File: src/rtl/frame_dma_pkg.sv
// Definitions shared by the frame read DMA and the future write-side DMA:
// FSM encoding and burst sizing.
package frame_dma_pkg;

  typedef enum logic [1:0] {
    ST_IDLE  = 2'd0,
    ST_ISSUE = 2'd1,
    ST_DRAIN = 2'd2
  } dma_state_e;

  localparam int BURST_BYTES_DEFAULT = 128;

  function automatic int burst_bytes(input int data_w, input int beats);
    return (data_w / 8) * beats;
  endfunction

endpackage

File: src/rtl/burst_credit_cnt.sv
// Count of bursts that have been issued but not yet completed. A simultaneous
// increment and decrement leaves the count unchanged.
module burst_credit_cnt #(
  parameter int MAX_OUTSTANDING = 4
) (
  input  logic clk_i,
  input  logic rst_ni,
  input  logic inc_i,
  input  logic dec_i,
  output logic full_o,
  output logic empty_o
);

  localparam int CW = $clog2(MAX_OUTSTANDING + 1);

  logic [CW-1:0] count_q, count_d;

  always_comb begin
    count_d = count_q;
    case ({inc_i, dec_i})
      2'b10:   count_d = count_q + CW'(1);
      2'b01:   count_d = count_q - CW'(1);
      default: count_d = count_q;
    endcase
  end

  always_ff @(posedge clk_i or negedge rst_ni) begin
    if (!rst_ni) count_q <= '0;
    else         count_q <= count_d;
  end

  assign full_o  = (count_q == CW'(MAX_OUTSTANDING));
  assign empty_o = (count_q == '0);

endmodule

File: src/rtl/frame_rd_dma.sv
// Frame read DMA: issues fixed-length read bursts covering one frame and passes
// returned beats straight through to the pixel stream, flagging the final beat.
module frame_rd_dma
  import frame_dma_pkg::*;
#(
  parameter int DATA_W          = 64,
  parameter int BURST_BEATS     = 16,
  parameter int MAX_OUTSTANDING = 4
) (
  input  logic              fclk,
  input  logic              rst_n,
  input  logic              frame_valid,
  output logic              frame_ready,
  input  logic [31:0]       FRAME_BYTES,
  input  logic [31:0]       BUF_ADDR,
  output logic [31:0]       ARADDR,
  output logic [7:0]        ARLEN,
  output logic              ARVALID,
  input  logic              ARREADY,
  input  logic [DATA_W-1:0] RDATA,
  input  logic              RVALID,
  input  logic              RLAST,
  output logic              RREADY,
  output logic [DATA_W-1:0] out_data,
  output logic              out_valid,
  input  logic              out_ready,
  output logic              out_last
);

  localparam int BB         = burst_bytes(DATA_W, BURST_BEATS);
  localparam int BSHIFT     = $clog2(BB);
  localparam int BEAT_SHIFT = $clog2(BURST_BEATS);

  dma_state_e  state_q, state_d;
  logic [31:0] addr_q, addr_d;
  logic [31:0] bursts_q, bursts_d;
  logic [31:0] beats_q, beats_d;

  logic [31:0] burstsInit, beatsInit;
  logic        active, arHs, rHs, credFull, credEmpty;

  // Sub-burst remainder of the frame size is dropped by the shift.
  assign burstsInit = FRAME_BYTES >> BSHIFT;
  assign beatsInit  = burstsInit << BEAT_SHIFT;

  assign active      = (state_q != ST_IDLE);
  assign frame_ready = (state_q == ST_IDLE);

  assign ARLEN   = 8'(BURST_BEATS - 1);
  assign ARADDR  = addr_q;
  assign ARVALID = (state_q == ST_ISSUE) && (bursts_q != '0) && !credFull;
  assign arHs    = ARVALID && ARREADY;

  // Read data bypasses all registers; beats arriving while idle are swallowed.
  assign RREADY    = out_ready;
  assign out_data  = RDATA;
  assign out_valid = RVALID && active;
  assign out_last  = out_valid && (beats_q == 32'd1);
  assign rHs       = RVALID && out_ready;

  burst_credit_cnt #(
    .MAX_OUTSTANDING(MAX_OUTSTANDING)
  ) u_credit (
    .clk_i  (fclk),
    .rst_ni (rst_n),
    .inc_i  (arHs),
    .dec_i  (rHs && RLAST && active && !credEmpty),
    .full_o (credFull),
    .empty_o(credEmpty)
  );

  always_comb begin
    state_d  = state_q;
    addr_d   = addr_q;
    bursts_d = bursts_q;
    beats_d  = beats_q;
    case (state_q)
      ST_IDLE: begin
        if (frame_valid && (burstsInit != '0)) begin
          addr_d   = BUF_ADDR;
          bursts_d = burstsInit;
          beats_d  = beatsInit;
          state_d  = ST_ISSUE;
        end
      end
      ST_ISSUE: begin
        if (arHs) begin
          addr_d   = addr_q + 32'(BB);
          bursts_d = bursts_q - 32'd1;
          if (bursts_q == 32'd1) state_d = ST_DRAIN;
        end
      end
      ST_DRAIN: begin
        if (out_last && out_ready) state_d = ST_IDLE;
      end
      default: state_d = ST_IDLE;
    endcase
    if (active && rHs) beats_d = beats_q - 32'd1;
  end

  always_ff @(posedge fclk or negedge rst_n) begin
    if (!rst_n) begin
      state_q  <= ST_IDLE;
      addr_q   <= '0;
      bursts_q <= '0;
      beats_q  <= '0;
    end else begin
      state_q  <= state_d;
      addr_q   <= addr_d;
      bursts_q <= bursts_d;
      beats_q  <= beats_d;
    end
  end

endmodule

File: config.mk
export PLATFORM = sky130hd
export DESIGN_NAME = frame_rd_dma
export DESIGN_NICKNAME = d
export VERILOG_FILES = /design/src/rtl/frame_dma_pkg.sv /design/src/rtl/burst_credit_cnt.sv /design/src/rtl/frame_rd_dma.sv
export SDC_FILE = /design/constraint.sdc
export NUM_CORES = 1
export LEC_CHECK = 0
export ABC_AREA = 1
export BUFFER_PORTS_ARGS = -buffer_cell sky130_fd_sc_hd__buf_2
export CAP_MARGIN = 20
export CORE_AREA = 2 2 124 126
export DETAILED_ROUTE_END_ITERATION = 8
export DIE_AREA = 0 0 126 128
export GPL_ROUTABILITY_DRIVEN = 0
export GPL_TIMING_DRIVEN = 0
export PLACE_DENSITY = 0.83
export REMOVE_ABC_BUFFERS = 1
export SLEW_MARGIN = 30
export SYNTH_ARGS = -nofsm -noshare
export SYNTH_HDL_FRONTEND = slang
export SYNTH_SLANG_ARGS = --single-unit
File: constraint.sdc
create_clock -name fclk -period 5.94 [get_ports fclk]
set_input_delay 0.297 -clock fclk [delete_from_list [all_inputs] [get_ports fclk]]
set_output_delay 0.297 -clock fclk [all_outputs]
set_load 0.05 [all_outputs]
==> results of run 1 <==
[cell type report]
type	count	share of cell area
inverter	110	0.04962
clock inverter	6	0.01034
tap	188	0.02818
timing repair buffer	102	0.06521
sequential	101	0.3028
multi-input combinational	954	0.5164
clock buffer	10	0.02743
[where the power goes]
group / internal [uW] / total [uW] / switching (uW) / leakage, uW
Combinational: 567 / 1890 / 1320 / 0.00290
Clock: 370 / 641 / 272 / 0.000153
Sequential: 939 / 1250 / 312 / 0.00130
[logic make-up after synthesis]
group                      count (synthesis)
xor gates and xnor gates                  27
adders and majority gates                  7
and+or+nand+nor                          831
DFF                                      101
other                                      2
buffers and inverters                    216
AOI/OAI and AO/OA                         81
[flip-flops by register name, indices dropped and copies added, names as in the netlist]
| name | count |
|---|---|
| ARADDR | 32 |
| beats_q | 32 |
| bursts_q | 32 |
| u_credit.count_q | 3 |
| state_q | 2 |
[worst paths after layout]
path	startpoint	to	slack (ns)
setup reg to reg	state_q[0]	bursts_q[18]	2.44
hold / removal	BUF_ADDR[5]	ARADDR[5]	0.12
setup / recovery	state_q[0]	bursts_q[18]	2.44
hold reg to reg	ARADDR[3]	ARADDR[3]	0.47
max in group asynchronous	rst_n	bursts_q[29]	4.88
min in group asynchronous	rst_n	beats_q[22]	0.39
[layer usage]
metal | part of all wire | global-route usage | wire, um
met5 | 0.0089 | 0.1207 | 229
met4 | 0.018 | 0.07628 | 470
met3 | 0.15 | 0.2028 | 3857
met2 | 0.43 | 0.4924 | 11070
met1 | 0.39 | 0.3704 | 10170
[through the flow]
stage | instances | util
4_1_cts | 1471 | 0.5615
3_3_place_gp | 1453 | 0.5364
5_1_grt | 1471 | 0.5615
2_1_floorplan | 1165 | -
3_5_place_dp | 1454 | 0.5396
6_report | 1471 | 0.5615
[worst min-delay path: stages]
cell	delay, ns
buf_2	0.07
nand2_1	0.04
nand2_1	0.04
[cell usage after synthesis]
library cell,instances,share of area
a21boi_0,1,0.00094
nand3_4,1,0.0022
clkinv_1,1,0.00047
buf_6,1,0.0014
buf_8,1,0.0019
o31ai_1,1,0.00094
nand3_2,11,0.014
a31oi_1,2,0.0016
nor2_4,3,0.0042
buf_1,1,0.00047
dfrtp_1,101,0.32
fa_1,1,0.0025
nand2_2,3,0.0024
o22ai_1,2,0.0016
or2_2,10,0.0079
nand2_4,1,0.0014
clkbuf_2,1,0.00063
nand3_1,90,0.057
nand2_1,485,0.23
o21ai_0,55,0.035
xnor2_1,13,0.014
clkbuf_1,9,0.0042
ha_1,6,0.0094
o21ai_1,4,0.0025
nand3b_1,9,0.0085
buf_4,80,0.076
inv_2,8,0.0038
o21bai_1,4,0.0038
and3_1,2,0.0016
a22oi_1,1,0.00094
a31oi_2,1,0.0016
nor2_1,179,0.085
xor2_1,14,0.015
conb_1,2,0.00094
nor3_1,10,0.0063
and2_1,3,0.0024
o211ai_1,2,0.0019
nor2_2,7,0.0055
buf_2,13,0.0082
a21oi_1,8,0.0050
nand4_1,17,0.013
inv_1,101,0.048
==> key figures, run 1 <==
Power
  – Power Density: 452.8 mW/mm^2
  – Pleak: 0.004353 uW
  – Worst ir drop on vdd: 0.3118 mV
  – Pwr Total: 3779 uW

Clock network
  – CTS tree: yes
  – H-tree levels: 3
  – Clk slew on worst S/H paths: 0.08 ns
  – Clk sink count: 101
  – Cts hold-fix bufs: 1
  – CTS buffer count: 9
  – Clk_lat worst skew: 0.36 ns
  – Post-CTS setup buffer count: 0
  – Post_cts resized: 0
  – Clock root buffer: clkbuf_16
  – Clock Tree Buf Depth: 2

Synthesis
  – Simple-gate share of the synthesized area: 0.4397
  – Post-synthesis mux area share: 0
  – Main combinational cell family by area after synthesis: simple AND/OR/NAND/NOR gates
  – Syn Area/Cell: 6.285 um^2
  – Adder-cell share of the synthesized area: 0.01196
  – Unique masters post-synth: 42
  – Syn Inst Count: 1265
  – Synth Area in Compound Gates: 0.05540
  – Post-synthesis cell area: 0.007950 mm^2
  – XOR/XNOR share of the synthesized area: 0.02975
  – Seq/Total Area, Yosys: 0.3179
  – FF+latch count, synth: 101
  – Syn. warnings: 0

Cells and area
  – Most frequent cells in the layout: 485 x nand2_1, 178 x nor2_1, 101 x dfrtp_1, 101 x inv_1, 99 x buf_2
  – Fraction of layout instances using a drive strength above 1: 0.1270
  – Register area: 0.002527 mm^2
  – Layout Nets: 1420
  – N_diodes: 0
  – Multi-input logic area: 0.004310 mm^2
  – Area grow syn2layout: 4.989%
  – Commonest non-fill, non-tap cell in the layout: nand2_1
  – Fillers: 1485
  – Final standard cell area without fillers: 0.008347 mm^2

Setup path
  – Worst R2R Path Depth: 6
  – CP arrival: 3.75 ns
  – Crit path buf inv count: 1
  – Kind of critical path: reg -> reg
  – Slowest CP cell: nand2_4
  – Critical path depth: 6
  – Worst setup EP type: flip-flop
  – CP required: 6.19 ns
  – Cell mode on critical path: nand2_1
  – CP Launch Type: flip-flop
  – Crit path largest cell delay: 0.94 ns
  – Critical-path cell list: nor2_2 -> nand3_2 -> nand2_4 -> inv_2 -> nand2_1 -> nand2_1
  – Crit path max fanout: 70
  – Crit-path leading delay family: simple AND/OR/NAND/NOR gates

STA
  – Period utilization: 0.5892
  – Endpoints failing setup: 0
  – Slew headroom: 0.4102
  – FMAX: 0.2857 GHz
  – Setup WS post-layout: 2.440 ns
  – Hold_ws: 0.1245 ns
  – Unrepaired setup endpoints after global routing: no
  – Worst slew pin tran: 0.8837 ns
  – Final slew viol count: 0
  – Fin crit period: 3.500 ns
  – Final hold violation count: 0
  – Setup Skew: 0.01435 ns
  – Setup TNS: 0 ns

Floorplanning
  – Die H: 128 um
  – Die Width: 126 um
  – # rows: 45
  – Core Area: 0.01486 mm^2
  – Die ar.: 0.01613 mm^2
  – Io pins: 244
  – Initial cell density of the core: 0.5348

Placement
  – Dpl hpwl: 19340 um
  – Number of port buffers: 100
  – Placed cell area: 0.008021 mm^2
  – Worst slack at placement: 2.477 ns

Route
  – 1st-iter DRT viols: 700
  – Final ANT Viol Nets: 0
  – WL final: 25790 um
  – Routed vias: 7985
  – Avg Vias per Cell: 5.428
  – Pre-antenna DRT Iters: 8
  – Residual DRC: 0
  – Routed len/inst: 17.53 um

Min path
  – Hold crit path type: in -> reg
  – Hold path depth: 3

GRT
  – Gr usage total: 0.3211
  – Grt ovf: 0
  – Vias in the first global route: 7235
  – Largest net degree at the start of global routing: 71
  – Global-route wire length before repair: 39960 um
  – Initial antenna violation count: 1

Status
  – Status: finished, final reports clean

Job
  – Max_cap viols: 0
No activity file was read; power rests on OpenSTA's default activity.
==> inputs of run 2 (changes only) <==
- ABC_AREA: 1 -> 0
- CORE_AREA: 2 2 124 126 -> 2 2 123 125
- DIE_AREA: 0 0 126 128 -> 0 0 125 127
- PLACE_DENSITY: 0.83 -> 0.76
- clock period: 5.94 -> 2.89 ns (I/O delays scaled with it)
==> run 2 against run 1 <==
Effect of this change:
- the run now ends with setup timing left
- critical path depth is 5 higher
- area after synthesis is 19% lower
- hold slack worse by 0.096 ns
- core utilization is 4.8 points lower
==> key figures, run 2 <==
Status
  – Status: finished, violations left
  – Failing checks: setup timing

Floorplanning
  – Io pins: 244
  – Initial cell density of the core: 0.4465
  – Die H: 127 um
  – # rows: 44
  – Die ar.: 0.01588 mm^2
  – Die Width: 125 um
  – Core Area: 0.01442 mm^2

Setup path
  – Crit path max fanout: 6
  – Cell mode on critical path: xor2_1
  – Crit-path leading delay family: simple AND/OR/NAND/NOR gates
  – CP arrival: 3.20 ns
  – Slowest CP cell: or4_4
  – CP Launch Type: flip-flop
  – Critical-path cell list: or3_4 -> or4_4 -> nor4_4 -> nor2_4 -> clkinv_4 -> ha_4 -> inv_2 -> fa_2 -> xor2_1 -> nor2_1 -> xor2_1
  – CP required: 3.17 ns
  – Kind of critical path: reg -> reg
  – Crit path largest cell delay: 0.55 ns
  – Crit path buf inv count: 2
  – Worst setup EP type: flip-flop
  – Worst R2R Path Depth: 11
  – Critical path depth: 11

Cells and area
  – Most frequent cells in the layout: 108 x nand2_1, 103 x buf_2, 100 x dfrtp_1, 63 x nor2_1, 62 x a21oi_1
  – N_diodes: 0
  – Multi-input logic area: 0.003313 mm^2
  – Area grow syn2layout: 15.04%
  – Fillers: 1399
  – Post-Route Utilization: 0.5136
  – Register area: 0.002529 mm^2
  – Commonest non-fill, non-tap cell in the layout: nand2_1
  – Layout Nets: 970
  – Fraction of layout instances using a drive strength above 1: 0.2209

Synthesis
  – Ys async rst share: 1.000
  – Synth top area share: 0.3925
  – Post-synthesis cell area: 0.006440 mm^2
  – Primary FF master, synth: dfrtp_1
  – Syn. warnings: 0
  – Syn Area/Cell: 8.310 um^2
  – Commonest cells post-synth: 109 x nand2_1, 101 x dfrtp_1, 73 x buf_4
  – FF+latch count, synth: 101
  – Unique masters post-synth: 68
  – Seq/Total Area, Yosys: 0.3925
  – Synth top area cells: dfrtp_1 39%, buf_4 8.5%, nand2_1 6.4%
  – Post-synth top area cell: dfrtp_1
  – Most instantiated library cell after synthesis: nand2_1
  – EDFF count, synth: 0
  – Syn Inst Count: 775

Clock network
  – Clk sink count: 101
  – H-tree levels: 3
  – Clock root buffer: clkbuf_16
  – Clock Tree Buf Depth: 2
  – Clk slew on worst S/H paths: 0.07 ns
  – CTS tree: yes
  – CTS buffer count: 9
  – Clk_lat worst skew: 0.36 ns

Placement
  – Worst slack at placement: -0.8856 ns
  – Number of port buffers: 100
  – Dpl hpwl: 16370 um

Route
  – Routed len/inst: 22.32 um
  – WL final: 22700 um
  – Pre-antenna DRT Iters: 6
  – Avg Vias per Cell: 6.192
  – Routed vias: 6297
  – 1st-iter DRT viols: 515
  – Residual DRC: 0
  – Final ANT Viol Nets: 0

Power
  – Worst ir drop on vdd: 0.4057 mV
  – Pwr Total: 6725 uW
  – Power Density: 907.7 mW/mm^2
  – Pleak: 0.003208 uW

STA
  – Endpoints failing setup: 1
  – Fin crit period: 2.924 ns
  – Final hold violation count: 0
  – Final slew viol count: 0
  – Worst slew pin tran: 0.8584 ns
  – Unrepaired setup endpoints after global routing: yes
  – FMAX: 0.3420 GHz
  – Slew headroom: 0.4252
  – Setup WS post-layout: -0.03438 ns
  – Setup Skew: 0.01247 ns
  – Period utilization: 1.012

Job
  – Max_cap viols: 0

GRT
  – Grt ovf: 0
  – Gr usage total: 0.2810
  – Global-route wire length before repair: 34360 um
  – Vias in the first global route: 5782
  – Largest net degree at the start of global routing: 58
  – Initial antenna violation count: 0

Min path
  – Hold crit path type: in -> reg
  – Hold path depth: 3
==> run 2: cell types whose count changed in the layout (fill, tap and decap cells not counted), moves of 10 or more <==
cell | before | now
a21oi_1 | 8 | 62
buf_4 | 0 | 24
inv_1 | 101 | 13
nand2_1 | 485 | 108
nand3_1 | 90 | 29
nand3_2 | 11 | 1
nand4_1 | 17 | 7
nor2_1 | 178 | 63
nor3_1 | 10 | 32
nor4_1 | 0 | 14
o21ai_0 | 55 | 40
o22ai_1 | 2 | 14
o311ai_0 | 0 | 10
or3_1 | 0 | 10
==> run 2: final timing paths <==
check / end / slack, ns / from
max reg2reg: u_credit.count_q[2] / -0.03 / bursts_q[20]
min in group asynchronous: ARADDR[29] / 0.29 / rst_n
max in group asynchronous: beats_q[12] / 1.93 / rst_n
min reg2reg: bursts_q[27] / 0.47 / bursts_q[27]
min: beats_q[6] / 0.03 / FRAME_BYTES[9]
max: u_credit.count_q[2] / -0.03 / bursts_q[20]
==> run 2: cell families after synthesis <==
logic type / synth area share
AO/OA/AOI/OAI: 0.2141
XOR/XNOR: 0.01632
adder cells (fa/ha/maj): 0.01477
buffers and inverters: 0.1170
flip-flops: 0.3925
multiplexers: 0.006217
other: 0.001166
AND/OR/NAND/NOR: 0.2380
==> run 2: cell type report <==
class,instances,share of cell area
multi-input combinational,558,0.4472
timing repair buffer,143,0.1280
sequential,101,0.3413
clock inverter,5,0.01132
tap,184,0.03108
clock buffer,11,0.03276
inverter,15,0.008276
==> run 2: routing by layer <==
metal  GRT usage  share of wire
met2      0.3881           0.41
met3      0.2010           0.17
met4     0.08301          0.027
met1      0.3427           0.38
met5     0.06502         0.0066
==> run 2: stage by stage <==
step | hold WS (ns) | instances | instance area, um^2 | setup TNS, ns
final | 0.02896 | 1017 | 7408 | -0.03438
after global routing | 0.02682 | 1017 | 7408 | -0.1628
after CTS | 0.01961 | 1005 | 7227 | -0.05450
after detailed placement | 0.1093 | 969 | 6683 | -7.331
after global placement | 0.2894 | 957 | 6496 | -327.25
after floorplan | -0.1511 | 673 | 5766 | -128.34
==> run 2: power by group <==
group	total, uW	internal (uW)	leakage [uW]	switching (uW)
clock network	1360	786	0.000152	572
registers	2500	1920	0.00120	574
logic	2870	969	0.00186	1900
==> run 2: tightest hold or removal path, cell delays in order <==
cell and delay (ns):
buf_2 0.11, a21oi_1 0.06, nand2_1 0.04
==> run 2: timing repair <==
item | 4_1_cts | 5_1_grt
endpoints found under the hold margin | 51 | 0
gates resized for setup | 11 | 15
cloned | 0 | 2
pin swaps | 5 | 7
endpoints found under the setup margin | 26 | 29
setup buffers | 12 | 11
hold buffers | 8 | 0
==> inputs of run 3 (changes only) <==
- RECOVER_POWER: not set -> 100
==> run 3 against run 2 <==
Effect of this change:
- the run still ends with setup timing left
- via count is essentially flat
- die area is the same
- combinational power shrank 2%
- register-to-register slack is essentially flat
- clock skew grew 0.0017 ns
- critical endpoint unchanged
==> key figures, run 3 (same netlist as run 2, synthesis figures left out) <==
Power
  – Power share of the clock group: 0.204
  – P_sw: 3064 uW
  – P_int: 3611 uW
  – Switching portion of total power: 0.4590
  – Share of total power in sequential cells: 0.375
  – Comb power frac: 0.421
  – Power Density: 912.0 mW/mm^2
  – Worst ir drop on vdd: 0.3976 mV
  – Pleak: 0.003088 uW

Cells and area
  – Commonest non-fill, non-tap cell in the layout: nand2_1
  – Final standard cell area without fillers: 0.007320 mm^2
  – Layout Nets: 970
  – Most frequent cells in the layout: 108 x nand2_1, 100 x dfrtp_1, 63 x nor2_1, 62 x a21oi_1, 62 x buf_2
  – Fraction of layout instances using a drive strength above 1: 0.1705
  – Post-Route Utilization: 0.5075
  – Area grow syn2layout: 13.66%
  – N_diodes: 0
  – Finished Layout Cells: 1017

Floorplanning
  – Core Area: 0.01442 mm^2
  – # rows: 44
  – Die Width: 125 um
  – Die ar.: 0.01588 mm^2
  – Io pins: 244
  – Die H: 127 um
  – Initial cell density of the core: 0.4465

Setup path
  – CP arrival: 3.19 ns
  – Crit path buf inv count: 2
  – Worst setup EP type: flip-flop
  – Kind of critical path: reg -> reg
  – CP required: 3.16 ns
  – Critical-path cell list: or3_4 -> or4_4 -> nor4_4 -> nor2_4 -> clkinv_4 -> ha_4 -> inv_2 -> fa_2 -> xor2_1 -> nor2_1 -> xor2_1
  – Crit-path leading delay family: simple AND/OR/NAND/NOR gates
  – Crit path max fanout: 6
  – CP Launch Type: flip-flop
  – Slowest CP cell: or4_4
  – Cell mode on critical path: xor2_1
  – Crit path largest cell delay: 0.56 ns

GRT
  – Gr usage total: 0.2810
  – Vias in the first global route: 5782
  – Initial antenna violation count: 0
  – Largest net degree at the start of global routing: 58
  – Global-route wire length before repair: 34360 um
  – Grt ovf: 0

Route
  – Pre-antenna DRT Iters: 5
  – 1st-iter DRT viols: 517
  – WL final: 22750 um
  – Final ANT Viol Nets: 0
  – Residual DRC: 0
  – Routed len/inst: 22.36 um
  – Avg Vias per Cell: 6.197
  – Routed vias: 6302

Min path
  – Hold crit path type: in -> reg

STA
  – Worst slew pin tran: 1.117 ns
  – Slew headroom: 0.2556
  – Final slew viol count: 0
  – Endpoints failing setup: 1
  – Fin crit period: 2.920 ns
  – Final hold violation count: 0
  – Period utilization: 1.010
  – Hold_ws: 0.03566 ns
  – Setup WS post-layout: -0.02990 ns
  – Setup TNS: -0.02990 ns
  – Setup Skew: 0.01414 ns
  – FMAX: 0.3425 GHz
  – Unrepaired setup endpoints after global routing: yes

Clock network
  – H-tree levels: 3
  – Clk slew on worst S/H paths: 0.07 ns
  – CTS buffer count: 9
  – Clock root buffer: clkbuf_16
  – Clk sink count: 101
  – Clk_lat worst skew: 0.36 ns
  – CTS tree: yes
  – Clock Tree Buf Depth: 2

Placement
  – Cells after DPL: 969
  – Dpl hpwl: 16370 um
  – Placed cell area: 0.006683 mm^2
  – Number of port buffers: 100

Status
  – Failing checks: setup timing
  – Status: finished, violations left

Job
  – Max_cap viols: 0
run 3: cell count changes in the layout (fill, tap and decap cells not counted), sizes merged:
cell	before	now
buf	134	90
clkbuf	12	56
run 3: worst paths after layout:
| check | from | endpoint | slack [ns] | cells past startpoint |
|---|---|---|---|---|
| max reg2reg | bursts_q[20] | u_credit.count_q[2] | -0.03 | 11 |
| min in group asynchronous | rst_n | ARADDR[29] | 0.55 | 2 |
| min | BUF_ADDR[18] | ARADDR[18] | 0.04 | 3 |
| max | bursts_q[20] | u_credit.count_q[2] | -0.03 | 11 |
| min reg2reg | bursts_q[27] | bursts_q[27] | 0.47 | 1 |
| max in group asynchronous | rst_n | beats_q[1] | 0.83 | 3 |
run 3: power groups by stage:
stage          clock (uW)  combinational [uW]  sequential [uW]
5_1_grt              1440                3080             2590
3_5_place_dp            0                2660             2470
6_report             1360                2810             2500
3_3_place_gp            0                2560             2460
2_1_floorplan           0                1270             3070
4_1_cts              1380                2750             2460
run 3: area by class of cell:
class	count	area [um^2]
Fill cell	1430	7104
Multi-Input combinational cell	558	3306
Sequential cell	101	2529
Timing Repair Buffer	143	867.1
Clock buffer	11	242.7
Tap cell	184	230.2
Clock inverter	5	83.83
Inverter	15	61.31
run 3: metal layers:
| layer | vias to the layer above | part of all wire | track usage |
|---|---|---|---|
| met1 | 3025 | 0.39 | 0.3427 |
| met5 | - | 0.0066 | 0.06502 |
| met2 | 358 | 0.42 | 0.3881 |
| li1 | 2864 | - | - |
| met4 | 4 | 0.022 | 0.08301 |
| met3 | 51 | 0.17 | 0.2010 |
run 3: worst register-to-register path, stage by stage, from the launching register on:
cell and delay [ns]:
dfrtp_2 0.43, or3_4 0.42, or4_4 0.56, nor4_4 0.38, nor2_4 0.08, clkinv_4 0.07
ha_4 0.13, inv_2 0.04, fa_2 0.33, xor2_1 0.15, nor2_1 0.12, xor2_1 0.15
run 3: repair_timing:
item | in CTS | in global routing
setup endpoints to repair | 26 | 29
buffers inserted | 12 | 11
hold endpoints to repair | 51 | 0
hold buffers | 8 | 0
resized for setup | 11 | 15
pin swaps | 5 | 7
gates cloned | 0 | 2
run 3: metrics by stage:
stage | power (uW) | setup slack (ns)
after CTS | 6584 | -0.05450
after global placement | 5014 | -5.085
final | 6675 | -0.02990
after floorplan | 4336 | -2.544
after detailed placement | 5133 | -0.8856
after global routing | 7109 | -0.1543
